--- config.mk ---
export PLATFORM = sky130hd
export DESIGN_NAME = wrr_burst_arbiter
export DESIGN_NICKNAME = d
export VERILOG_FILES = /design/src/rtl/wrr_arb_pkg.sv /design/src/rtl/rr_priority_pick.sv /design/src/rtl/wrr_burst_arbiter.sv
export SDC_FILE = /design/constraint.sdc
export NUM_CORES = 1
export LEC_CHECK = 0
export ABC_AREA = 1
export BUFFER_PORTS_ARGS = -buffer_cell sky130_fd_sc_hd__buf_4
export CELL_PAD_IN_SITES_DETAIL_PLACEMENT = 1
export CELL_PAD_IN_SITES_GLOBAL_PLACEMENT = 1
export CORE_MARGIN = 3
export CORE_UTILIZATION = 45
export CTS_BUF_LIST = sky130_fd_sc_hd__clkbuf_8
export CTS_CLUSTER_SIZE = 10
export DETAILED_ROUTE_END_ITERATION = 10
export HOLD_SLACK_MARGIN = 0.05
export MAX_ROUTING_LAYER = met4
export PLACE_DENSITY_LB_ADDON = 0.1
export SLEW_MARGIN = 10
export SYNTH_ARGS = -nofsm -noshare
export SYNTH_HDL_FRONTEND = slang
export SYNTH_SLANG_ARGS = --single-unit
export TNS_END_PERCENT = 30
--- constraint.sdc ---
create_clock -name clk -period 2.97 [get_ports clk]
set_input_delay 0.4455 -clock clk [delete_from_list [all_inputs] [get_ports clk]]
set_output_delay 0.4455 -clock clk [all_outputs]
set_load 0.05 [all_outputs]
--- src/rtl/wrr_arb_pkg.sv ---
// Shared constants and types for the weighted round-robin burst arbiter.
//   N              : default number of requesters
//   WW             : default width of each weight / beat-credit field
//   IDW            : default width of a requester index
//   DEFAULT_WEIGHT : weight applied at reset, and to any weight field of 0
//   state_t        : arbiter FSM state (IDLE, GRANT)
package wrr_arb_pkg;

    localparam int unsigned N              = 4;
    localparam int unsigned WW             = 4;
    localparam int unsigned IDW            = $clog2(N);
    localparam int unsigned DEFAULT_WEIGHT = 1;

    typedef enum logic {
        IDLE  = 1'b0,
        GRANT = 1'b1
    } state_t;

endpackage : wrr_arb_pkg

--- src/rtl/rr_priority_pick.sv ---
// Rotating-priority picker (purely combinational).
// Scans req from index ptr upward, wrapping modulo N; the first set bit wins.
//   req           [N]   : request vector
//   ptr           [IDW] : index holding highest priority (must be < N)
//   found               : at least one request is set
//   winner        [IDW] : binary index of the winning request
//   winner_onehot [N]   : one-hot form of winner (all zero when !found)
module rr_priority_pick #(
    parameter int unsigned N   = 4,
    parameter int unsigned IDW = $clog2(N)
) (
    input  logic [N-1:0]   req,
    input  logic [IDW-1:0] ptr,
    output logic           found,
    output logic [IDW-1:0] winner,
    output logic [N-1:0]   winner_onehot
);

    logic [N-1:0]   mask;
    logic [2*N-1:0] dreq;

    // Lower copy keeps only requests at or above ptr; upper copy is the
    // unmasked wrap-around. The lowest set bit of the concatenation is the
    // first request found scanning upward from ptr modulo N.
    always_comb begin
        mask = '0;
        for (int unsigned i = 0; i < N; i++) begin
            mask[i] = (i >= {{(32-IDW){1'b0}}, ptr});
        end
        dreq = {req, req & mask};

        found         = 1'b0;
        winner        = '0;
        winner_onehot = '0;
        for (int unsigned i = 0; i < 2*N; i++) begin
            if (!found && dreq[i]) begin
                found         = 1'b1;
                winner        = IDW'(i % N);
                winner_onehot = N'(1) << (i % N);
            end
        end
    end

endmodule : rr_priority_pick

--- src/rtl/wrr_burst_arbiter.sv ---
// Weighted round-robin burst arbiter.
// Grants one shared resource to one of N requesters. The owner keeps the
// grant for up to weight[owner] beats (a beat is a granted cycle with
// req[owner] high), or until it drops req, then priority rotates to
// owner+1. Handover is back-to-back with no idle cycle when others wait.
//   clk        : system clock, rising edge
//   rst        : synchronous active-high reset
//   req        [N]    : per-requester request
//   cfg_weight [N*WW] : weights, field i at [i*WW +: WW]; 0 behaves as 1
//   cfg_load          : pulse, captures cfg_weight at the edge
//   gnt        [N]    : registered one-hot grant, zero when idle
//   gnt_id     [IDW]  : index of current owner, holds last owner when idle
//   busy              : OR of gnt
module wrr_burst_arbiter #(
    parameter int unsigned N   = wrr_arb_pkg::N,
    parameter int unsigned WW  = wrr_arb_pkg::WW,
    parameter int unsigned IDW = $clog2(N)
) (
    input  logic            clk,
    input  logic            rst,
    input  logic [N-1:0]    req,
    input  logic [N*WW-1:0] cfg_weight,
    input  logic            cfg_load,
    output logic [N-1:0]    gnt,
    output logic [IDW-1:0]  gnt_id,
    output logic            busy
);

    import wrr_arb_pkg::*;

    state_t         state, state_n;
    logic [IDW-1:0] owner, owner_n;
    logic [IDW-1:0] ptr, ptr_n;
    logic [IDW-1:0] ptr_after;
    logic [IDW-1:0] pick_ptr;
    logic [WW-1:0]  credit, credit_n;
    logic [WW-1:0]  load_credit;
    logic [WW-1:0]  weight [N];
    logic [N-1:0]   gnt_n;

    logic           found;
    logic [IDW-1:0] winner;
    logic [N-1:0]   winner_onehot;
    logic           beat;
    logic           last_beat;

    assign ptr_after = (owner == IDW'(N-1)) ? '0 : owner + 1'b1;

    // While granted, the picker only matters on release, where the scan
    // starts just past the owner; in IDLE it starts at the stored pointer.
    // One picker serves both cases.
    assign pick_ptr = (state == GRANT) ? ptr_after : ptr;

    rr_priority_pick #(
        .N   (N),
        .IDW (IDW)
    ) u_pick (
        .req           (req),
        .ptr           (pick_ptr),
        .found         (found),
        .winner        (winner),
        .winner_onehot (winner_onehot)
    );

    // Credit loads from the registered weights, so a cfg_load on the same
    // edge still loads the old value.
    assign load_credit = (weight[winner] == '0) ? WW'(DEFAULT_WEIGHT)
                                                : weight[winner];

    assign beat      = req[owner];
    assign last_beat = (credit == WW'(1));

    always_comb begin
        state_n  = state;
        owner_n  = owner;
        ptr_n    = ptr;
        credit_n = credit;
        gnt_n    = gnt;

        unique case (state)
            IDLE: begin
                if (found) begin
                    state_n  = GRANT;
                    owner_n  = winner;
                    credit_n = load_credit;
                    gnt_n    = winner_onehot;
                end
            end

            GRANT: begin
                if (beat && !last_beat) begin
                    credit_n = credit - 1'b1;
                end else begin
                    // Burst exhausted or owner dropped req: rotate and hand
                    // over in the same cycle.
                    ptr_n = ptr_after;
                    if (found) begin
                        owner_n  = winner;
                        credit_n = load_credit;
                        gnt_n    = winner_onehot;
                    end else begin
                        state_n  = IDLE;
                        credit_n = '0;
                        gnt_n    = '0;
                    end
                end
            end

            default: begin
                state_n  = IDLE;
                credit_n = '0;
                gnt_n    = '0;
            end
        endcase
    end

    always_ff @(posedge clk) begin
        if (rst) begin
            state  <= IDLE;
            owner  <= '0;
            ptr    <= '0;
            credit <= '0;
            gnt    <= '0;
            for (int unsigned i = 0; i < N; i++) begin
                weight[i] <= WW'(DEFAULT_WEIGHT);
            end
        end else begin
            state  <= state_n;
            owner  <= owner_n;
            ptr    <= ptr_n;
            credit <= credit_n;
            gnt    <= gnt_n;
            if (cfg_load) begin
                for (int unsigned i = 0; i < N; i++) begin
                    weight[i] <= cfg_weight[i*WW +: WW];
                end
            end
        end
    end

    assign gnt_id = owner;
    assign busy   = |gnt;

endmodule : wrr_burst_arbiter

## Yosys cells after proc, flatten, opt, wreduce, memory -nomap -nowiden

Memories as Yosys holds them, arrays and structs flattened.
Index checks and enable logic that the tools add are counted.

| word-level totals | value |
|---|---|
| register bits | 13 |
| memory bits (writable) | 16 |
| input port bits | 23 |
| output and inout port bits | 7 |
| logic and storage cells | 94 |
| memories kept | 1 |

| cells by class | value |
|---|---|
| add/subtract/negate cells | 2 |
| order comparisons | 4 |
| equal/unequal tests | 4 |
| mux-type cells | 51 |
| bitwise gates (word level) | 7 |
| reduce and logical (&&, ||, !) cells | 20 |

Memory list:

| memory | depth | width | rd ports | clocked after memory_dff | write ports | line | source |
|---|---|---|---|---|---|---|---|
| weight | 4 | 4 | 1 | 0 | 4 | wrr_burst_arbiter.sv:38 | `logic [WW-1:0] weight [N];` |

Operators with widths:

| kind | count |
|---|---|
| $mux 4 | 16 |
| $mux 2 | 11 |
| $mux 1 | 18 |
| $pmux 4 s2 | 2 |
| $logic_and 1x1->1 | 8 |
| $logic_not 1->1 | 8 |
| $and 4x4->4 | 1 |
| $eq 4x1->1 const B | 1 |
| $ge 1x2->1 const A | 2 |
| $logic_not 4->1 | 1 |
| $ne 2x2->1 const B | 2 |
| $or 1x1->1 | 4 |
| $pmux 2 s2 | 1 |
| $reduce_and 2->1 | 2 |
| $reduce_or 4->1 | 1 |
| $sub 4x1->4 const B | 1 |
| $lt 2x3->1 const B | 1 |
| $mux 3 | 1 |
| $add 2x1->2 const B | 1 |
| $bmux 1 s2 | 1 |
| $eq 2x2->1 const B | 1 |
| $ge 2x2->1 const A | 1 |
| $not 1->1 | 2 |
| $pmux 1 s2 | 1 |

## Longest topological paths before layout

Gate-level depths: netlist of the first run.
An unclocked memory read counts as a cell.

| depth | value |
|---|---|
| depth after elaboration | 33 |
| mapped depth | 17 |
| gate-level depth less buffers | 16 |

## Cells and area by module

A second synthesis of the first run with hierarchy kept.

| second synthesis, totals | value |
|---|---|
| cells, all modules | 223 |
| area, all modules | 1660.3 sq um |

By module, submodules not included:

| module | times used | cells an instance | area each (sq um) | sequential area each (sq um) |
|---|---|---|---|---|
| wrr_burst_arbiter | 1 | 192 | 1516.5 | 740.7 |
| rr_priority_pick | 1 | 31 | 143.9 | 0.0 |

## Least setup slack after synthesis of the first run

OpenSTA, ideal clock, no wires.

| timing | value |
|---|---|
| path type | register to register |
| start point | register owner[0] (netlist: gnt_id[0]) |
| end point | register credit[0] |
| setup time | 0.066 ns |
| data arrival time | 2.173 ns |
| data required time | 2.904 ns |
| slack | 0.730 ns |
| stages on the path, launching flop included | 17 |
| buffers on the path | 0 |
| period minus slack after synthesis | 2.240 ns |
| cell sequence | dfxtp_1 -> ha_1 -> inv_1 -> nand2_1 -> nand2_2 -> nand3_2 -> nand3_1 -> nor2_2 -> nor2_4 -> nand2_4 -> nand2_1 -> nand3_1 -> nand2_1 -> nand3_1 -> nand2_1 -> nand2_1 -> a21oi_2 |

| on the way | value |
|---|---|
| longest elaborated chain between the ends | 33 |
| elaborated cells between the ends (all ways) | 48 |
| classes of those cells | 1 x add/sub; 3 x order compare; 2 x eq/ne; 24 x mux; 1 x bitwise; 16 x reduce/logical; 1 x memory |

Ends and longest elaborated chain:

| element | line | source |
|---|---|---|
| from (decl) | wrr_burst_arbiter.sv:32 | `logic [IDW-1:0] owner, owner_n;` |
| from (signal assigned) | wrr_burst_arbiter.sv:129 | `owner <= owner_n;` |
| $add 2x1->2 / $eq 2x2->1 (equally long branches) | wrr_burst_arbiter.sv:47 | `assign ptr_after = (owner == IDW'(N-1)) ? '0 : owner + 1'b1;` |
| $mux 2 (*) | wrr_burst_arbiter.sv:47 |  |
| named net ptr_after[1] | wrr_burst_arbiter.sv:34 | `logic [IDW-1:0] ptr_after;` |
| $mux 2 (*) | wrr_burst_arbiter.sv:52 | `assign pick_ptr = (state == GRANT) ? ptr_after : ptr;` |
| $ge 1x2->1 | rr_priority_pick.sv:28 | `mask[i] = (i >= {{(32-IDW){1'b0}}, ptr});` |
| $and 4x4->4 (*) | rr_priority_pick.sv:30 | `dreq = {req, req & mask};` |
| $mux 1 | rr_priority_pick.sv:36 | `if (!found && dreq[i]) begin` |
| $logic_not 1->1 | rr_priority_pick.sv:36 |  |
| [18 not listed] | -- |  |
| $logic_and 1x1->1 | rr_priority_pick.sv:36 |  |
| $mux 2 | rr_priority_pick.sv:36 |  |
| $mem_v2 4x4 | -- |  |
| $logic_not 4->1 | wrr_burst_arbiter.sv:67 | `assign load_credit = (weight[winner] == '0) ? WW'(DEFAULT_WEIGHT)` |
| $mux 4 | wrr_burst_arbiter.sv:67 |  |
| $mux 4 | wrr_burst_arbiter.sv:97 | `if (found) begin` |
| $mux 4 | wrr_burst_arbiter.sv:91 | `if (beat && !last_beat) begin` |
| $pmux 4 s2 | wrr_burst_arbiter.sv:80 | `unique case (state)` |
| to (signal assigned) | wrr_burst_arbiter.sv:131 | `credit <= credit_n;` |
| to (decl) | wrr_burst_arbiter.sv:36 | `logic [WW-1:0] credit, credit_n;` |

Mark *: on every way through the listed nets, which the timed path passes. The rest lies on a longest branch. The select of a mux whose other input is x is not followed.
A chain may end at the register's enable or synchronous reset.

## Worst setup path in the final report of the first run

Same ends and word-level chain as after synthesis.

==> key figures, run 1 <==
Power and ir drop
  • Pleak: 0.950 nW
  • Pwr Total: 0.00135 W
  • VDD IR max: 341 uV
  • Pwr Density: 680 nW/um^2

STA
  • Unrepaired setup endpoints after global routing: false
  • Setup Skew: 0.00590 ns
  • Fmax: 434 MHz
  • Slew @ Worst Pin: 0.665 ns
  • Worst slew margin: 0.556
  • Setup TNS: 0 ns
  • Final setup viols: 0
  • Max Transition Viols Final: 0
  • Final Hold Viols: 0
  • Fin crit share: 0.776
  • Final WS setup: 0.666 ns
  • Crit path time final: 2.30 ns

Worst setup path
  • Worst setup EP type: flop
  • CP Class: reg -> reg
  • WP buf/inv: 1
  • Startpoint Class: flop
  • Top cell by count, worst path: nand2_1
  • Worst path cell trace: ha_1 > inv_1 > nand2_1 > nand2_2 > nand3_2 > nand3_1 > nor2_2 > nor2_4 > nand2_4 > nand2_1 > nand3_1 > nand2_1 > nand3_1 > nand2_1 > nand2_1 > a21oi_2
  • CP max FO: 9
  • Arr. time, crit path: 2.52 ns
  • Critical path's slowest cell: dfxtp_1
  • CP top delay family: simple AND/OR/NAND/NOR gates
  • Critical path's largest stage delay: 0.47 ns
  • Critical Path RT: 3.18 ns

Cells and area
  • Share of layout cells above drive strength 1: 0.256
  • Final Net Count: 267
  • Diode count: 0
  • Post-Layout Cell Count: 288
  • FILL cells: 448
  • Final Core Density: 0.580
  • Syn-to-layout area delta: 20.5%

Yosys
  • #FFs+latches synth: 29
  • Leading area contributor after synthesis: edfxtp_1
  • EDFF count, synth: 16
  • Post-synth top cells: 41 x nand2_1, 34 x inv_1, 23 x nor2_1, 21 x nand3_1, 16 x edfxtp_1
  • Synth Flop Type: edfxtp_1
  • Top cells by area, synth: edfxtp_1 29%, dfxtp_1 16%, nand2_1 9.4%, inv_1 7.8%, nand3_1 6.4%
  • Mapped Cells: 208
  • Ys Warns: 0
  • Post-synthesis cell area: 1640 sq um
  • Post-synth ARST share: 0
  • Syn Area/Cell: 7.90 sq um
  • Seq/Total Area, Yosys: 0.451
  • Yosys cell types: 32
  • Count leader, synth: nand2_1
  • Share of the synthesized area in the top cell type: 0.292
  • Net Count, Synth: 234

Detailed routing
  • WL/cell: 13.5 um
  • Vias per cell: 5.05
  • Via count: 1454
  • Drt first-iter violations: 84
  • DRC violations left: 0
  • DRT Wirelength: 3900 um
  • Drt pass-1 iters: 4
  • Final ANT Viol Nets: 0

Clock network
  • Worst skew pair latency: 0.28 ns
  • Maximum clock path buffer count: 2
  • Post-CTS setup buffers: 0
  • Clock-pin slew on the worst setup and hold paths: 0.06 ns
  • Total CTS buffers: 5
  • Post-CTS Hold Fix Bufs: 0
  • Clock root cell: clkbuf_8
  • Clock sinks: 29
  • Post-CTS Resized: 0
  • CTS tree: built
  • H-tree levels: 2

Placement
  • Port bufs: 29
  • Final GP Congestion: 0.836
  • DP Worst Slack: 0.717 ns
  • Hpwl dp: 3140 um
  • Number of instances in the placed design: 280

Global route
  • Grt ovf: 0
  • Initial antenna violation count: 0
  • Number of global-route vias before repair: 1537
  • Global-route wire length before repair: 6770 um
  • GRT Overall Usage: 0.213
  • Pin count of the biggest net entering global routing: 17

Floorplan
  • Die Span Y: 66.4 um
  • Ports: 30
  • Core box area: 3420 sq um
  • Initial Utilization: 0.481
  • Die area: 4410 sq um
  • Die width: 66.4 um
  • # rows: 21

Outcome
  • Status: complete, no violations

Worst hold path
  • Hold Path Class: in -> reg

Flow run
  • Max Cap Viol: 0
## area by class of cell
class                           count  area, sq um  share of cell area
Timing Repair Buffer               29          218               0.110
Clock inverter                      3         12.5             0.00631
Sequential cell                    29          741               0.374
Clock buffer                        5         68.8              0.0347
Inverter                           39          149              0.0751
Tap cell                           46         57.6              0.0290
Multi-Input combinational cell    137          736               0.371
## cell usage in the layout, fill, tap and decap left out, drive strengths merged, types with 2 or more instances in the layout
cell type and count:
nand2 49, inv 38, buf 29, nor2 29, nand3 23, edfxtp 16, dfxtp 13, a21oi 9
o21ai 9, clkbuf 5, or2 4, clkinv 4, ha 3, nand4 2, a311oi 2, xor2 2
a31oi 2
## per-stage QoR
stage / hold WS [ns] / area, sq um
final: 0.408 / 1980
after detailed placement: 0.476 / 1900
after CTS: 0.400 / 1980
after global placement: 0.468 / 1900
after floorplan: 0.452 / 1640
after global routing: 0.407 / 1980
## flip-flops by register name, indices dropped and copies added (netlist names)
signal  count
credit      4
gnt         4
gnt_id      2
ptr         2
state       1
weight     16
## where the power goes
part           switching (W)  internal (W)  leakage, nW
Sequential         0.0000421      0.000484        0.274
Clock               0.000143      0.000157       0.0430
Combinational       0.000346      0.000175        0.633
## metal layers
metal,vias to the layer above,track usage,wire length [um]
li1,734,-,-
met1,669,0.207,1490
met5,-,-,0
met2,40,0.385,2090
met4,0,0.109,140
met3,11,0.0544,182
## final timing paths
kind	start	end	slack, ns	depth (start not counted)
worst min-delay path	rst	ptr[0]	0.41	2
worst min register to register	gnt[0]	gnt[0]	0.48	2
worst max register to register	gnt_id[0]	credit[0]	0.67	16
worst max-delay path	gnt_id[0]	credit[0]	0.67	16
## logic make-up (layout without fill, tap and decap cells)
kind of cell             after synthesis  count (layout)  synth area share
AND/OR/NAND/NOR                      108             108             0.330
buffers and inverters                 42              76             0.102
flip-flops                            29              29             0.451
AO/OA/AOI/OAI                         24              24            0.0845
adder cells (fa/ha/maj)                3               3            0.0228
XOR/XNOR                               2               2            0.0107
## worst register-to-register path: stages (launching register included)
cell	delay, ns
dfxtp_1	0.47
ha_1	0.31
inv_1	0.06
nand2_1	0.05
nand2_2	0.10
nand3_2	0.10
nand3_1	0.12
nor2_2	0.07
nor2_4	0.20
nand2_4	0.12
nand2_1	0.08
nand3_1	0.11
nand2_1	0.11
nand3_1	0.09
nand2_1	0.07
nand2_1	0.07
a21oi_2	0.11
No activity file was read; power rests on OpenSTA's default activity.
==> run 2: changes to the inputs <==
ABC_AREA = 0   (was 1)
CORE_UTILIZATION = 41   (was 45)
clock period = 2.05 ns   (was 2.97 ns; I/O delays follow)
==> key figures, run 2 <==
Global route
  • Global-route wire length before repair: 7660 um
  • GRT Overall Usage: 0.195
  • Grt ovf: 0
  • Pin count of the biggest net entering global routing: 18
  • Number of global-route vias before repair: 1646
  • Initial antenna violation count: 0

Floorplan
  • # rows: 23
  • Die width: 71.5 um
  • Die Span Y: 71.5 um
  • Die area: 5110 sq um
  • Initial Utilization: 0.433
  • Core box area: 4060 sq um
  • Ports: 30

Yosys
  • Yosys cell types: 56
  • Seq/Total Area, Yosys: 0.421
  • Post-synthesis cell area: 1760 sq um
  • #FFs+latches synth: 29
  • Ys Warns: 0
  • Synth Flop Type: edfxtp_1
  • Syn Area/Cell: 10.9 sq um
  • Post-synth ARST share: 0
  • Top cells by area, synth: edfxtp_1 27%, dfxtp_1 15%, and2_1 5.7%, mux2i_1 3.4%, nor2_1 3.2%
  • EDFF count, synth: 16
  • Leading area contributor after synthesis: edfxtp_1
  • Share of the synthesized area in the top cell type: 0.273
  • Net Count, Synth: 188
  • Mapped Cells: 162
  • Post-synth top cells: 16 x and2_1, 16 x edfxtp_1, 15 x nor2_1, 13 x dfxtp_1, 8 x inv_1

Outcome
  • Failing checks: setup timing
  • Status: complete, but fails checks

Cells and area
  • Final Core Density: 0.603
  • Syn-to-layout area delta: 39.3%
  • Commonest cells after routing, fill and taps aside: 57 x buf_4, 16 x edfxtp_1, 15 x nor2_1
  • Biggest register: weight
  • Final Net Count: 249
  • Max reg flops: 16
  • FILL cells: 432
  • Share of layout cells above drive strength 1: 0.446
  • Fin area: 2450 sq um
  • Diode count: 0
  • Top Registers: weight (16), credit (4), gnt (4)
  • Commonest non-fill, non-tap cell in the layout: buf_4

Detailed routing
  • WL/cell: 17.6 um
  • Drt pass-1 iters: 4
  • DRT Wirelength: 4830 um
  • Vias per cell: 5.49
  • Via count: 1504
  • Drt first-iter violations: 59
  • Final ANT Viol Nets: 0
  • DRC violations left: 0

Worst setup path
  • R2R depth: 7
  • Worst path cell trace: ha_4 > and2_4 > o32a_1 > nand3_4 > mux2_4 > a221o_1 > a31o_1
  • Worst setup EP type: flop
  • Flop2flop setup slack: -0.22 ns
  • CP max FO: 5
  • Arr. time, crit path: 2.45 ns
  • Startpoint Class: flop
  • Crit. Startpoint: gnt_id[1]
  • Critical path's slowest cell: o32a_1
  • Start of the worst register-to-register path: gnt_id[1]
  • Critical path's largest stage delay: 0.45 ns
  • Critical Path RT: 2.22 ns
  • CP Class: reg -> reg
  • FF-to-FF End: credit[0]

Flow run
  • Max Cap Viol: 0

Clock network
  • Clock root cell: clkbuf_8
  • Post-CTS Hold Fix Bufs: 0
  • Total CTS buffers: 5
  • Worst skew pair latency: 0.28 ns
  • Clock sinks: 29
  • CTS tree: built
  • Maximum clock path buffer count: 2
  • H-tree levels: 2
  • Clock-pin slew on the worst setup and hold paths: 0.07 ns

Worst hold path
  • Hold depth: 2
  • Min-delay src: cfg_weight[12]
  • Worst Hold End: weight[3][0]
  • Hold Path Class: in -> reg

STA
  • Crit path time final: 2.27 ns
  • Final setup viols: 3
  • Final Hold Viols: 0
  • Fin crit share: 1.11
  • Max Transition Viols Final: 0
  • Unrepaired setup endpoints after global routing: true
  • Setup TNS: -0.449 ns
  • Fmax: 440 MHz
  • Final WS setup: -0.221 ns
  • Setup Skew: 0.00663 ns
  • Slew @ Worst Pin: 0.366 ns
  • Worst slew margin: 0.756

Placement
  • Placed cell area: 2240 sq um
  • Final GP Congestion: 0.898
  • Port bufs: 29
  • Hpwl dp: 3500 um

Power and ir drop
  • Pwr Density: 929 nW/um^2
  • VDD IR max: 634 uV
  • Pleak: 1.01 nW
[run 2: area by class of cell]
type | count | area (sq um) | share of cell area
multi-input cells | 120 | 1050 | 0.429
flip-flops and latches | 29 | 749 | 0.306
repair buffers | 59 | 450 | 0.184
clock buffers | 5 | 68.8 | 0.0281
well taps | 50 | 62.6 | 0.0255
clock inverters | 3 | 37.5 | 0.0153
inverters | 8 | 30.0 | 0.0123
[run 2: power by group]
group	internal, W	switching [W]	leakage (nW)	total [W]
combinational	0.000461	0.000493	0.675	0.000955
sequential	0.000693	0.0000536	0.275	0.000747
clock	0.000353	0.000220	0.0570	0.000573
total	0.00151	0.000767	1.01	0.00227
[run 2: cells by family (layout without fill, tap and decap cells)]
| kind of cell | Yosys count | after routing | synth area share |
|---|---|---|---|
| muxes | 14 | 14 | 0.100 |
| and+or+nand+nor | 67 | 67 | 0.240 |
| adders and majority gates | 3 | 3 | 0.0214 |
| buffers and inverters | 13 | 75 | 0.0349 |
| AOI/OAI and AO/OA | 36 | 36 | 0.182 |
| DFF | 29 | 29 | 0.421 |
[run 2: what timing repair did]
action                     4_1_cts  5_1_grt
setup endpoints to repair        5        5
pin swaps                        4        8
buffers inserted                 2        1
resized for setup                5       13
[run 2: through the flow]
step	hold WS [ns]	power [W]	std cells	worst slack [ns]
after floorplan	0.376	0.00128	162	-0.171
after global placement	0.460	0.00156	263	-0.0942
after detailed placement	0.477	0.00160	263	-0.178
after CTS	0.282	0.00221	273	-0.157
after global routing	0.290	0.00239	274	-0.253
final	0.288	0.00227	274	-0.221
[run 2: worst max-delay path by stage]
stage	slack, ns	endpoint	depth (start not counted)
finish	-0.22	credit[0]	7
global route	-0.25	credit[0]	7
CTS	-0.16	credit[1]	7
detailed placement	-0.18	credit[1]	7
global placement	-0.09	credit[0]	7
floorplan	-0.17	credit[0]	7
[run 2: critical path, delay by kind of cell (launching register included)]
family	cells	cell delay, ns
simple gates	2	0.27
compound gates	3	0.97
fa+ha+maj	1	0.26
mux	1	0.31
flops	1	0.36
[run 2: layer usage]
layer	track usage	vias up	routed length [um]
li1	-	729	-
met1	0.225	723	2010
met2	0.331	41	2550
met3	0.0323	11	149
met4	0.0856	0	129
met5	-	-	0
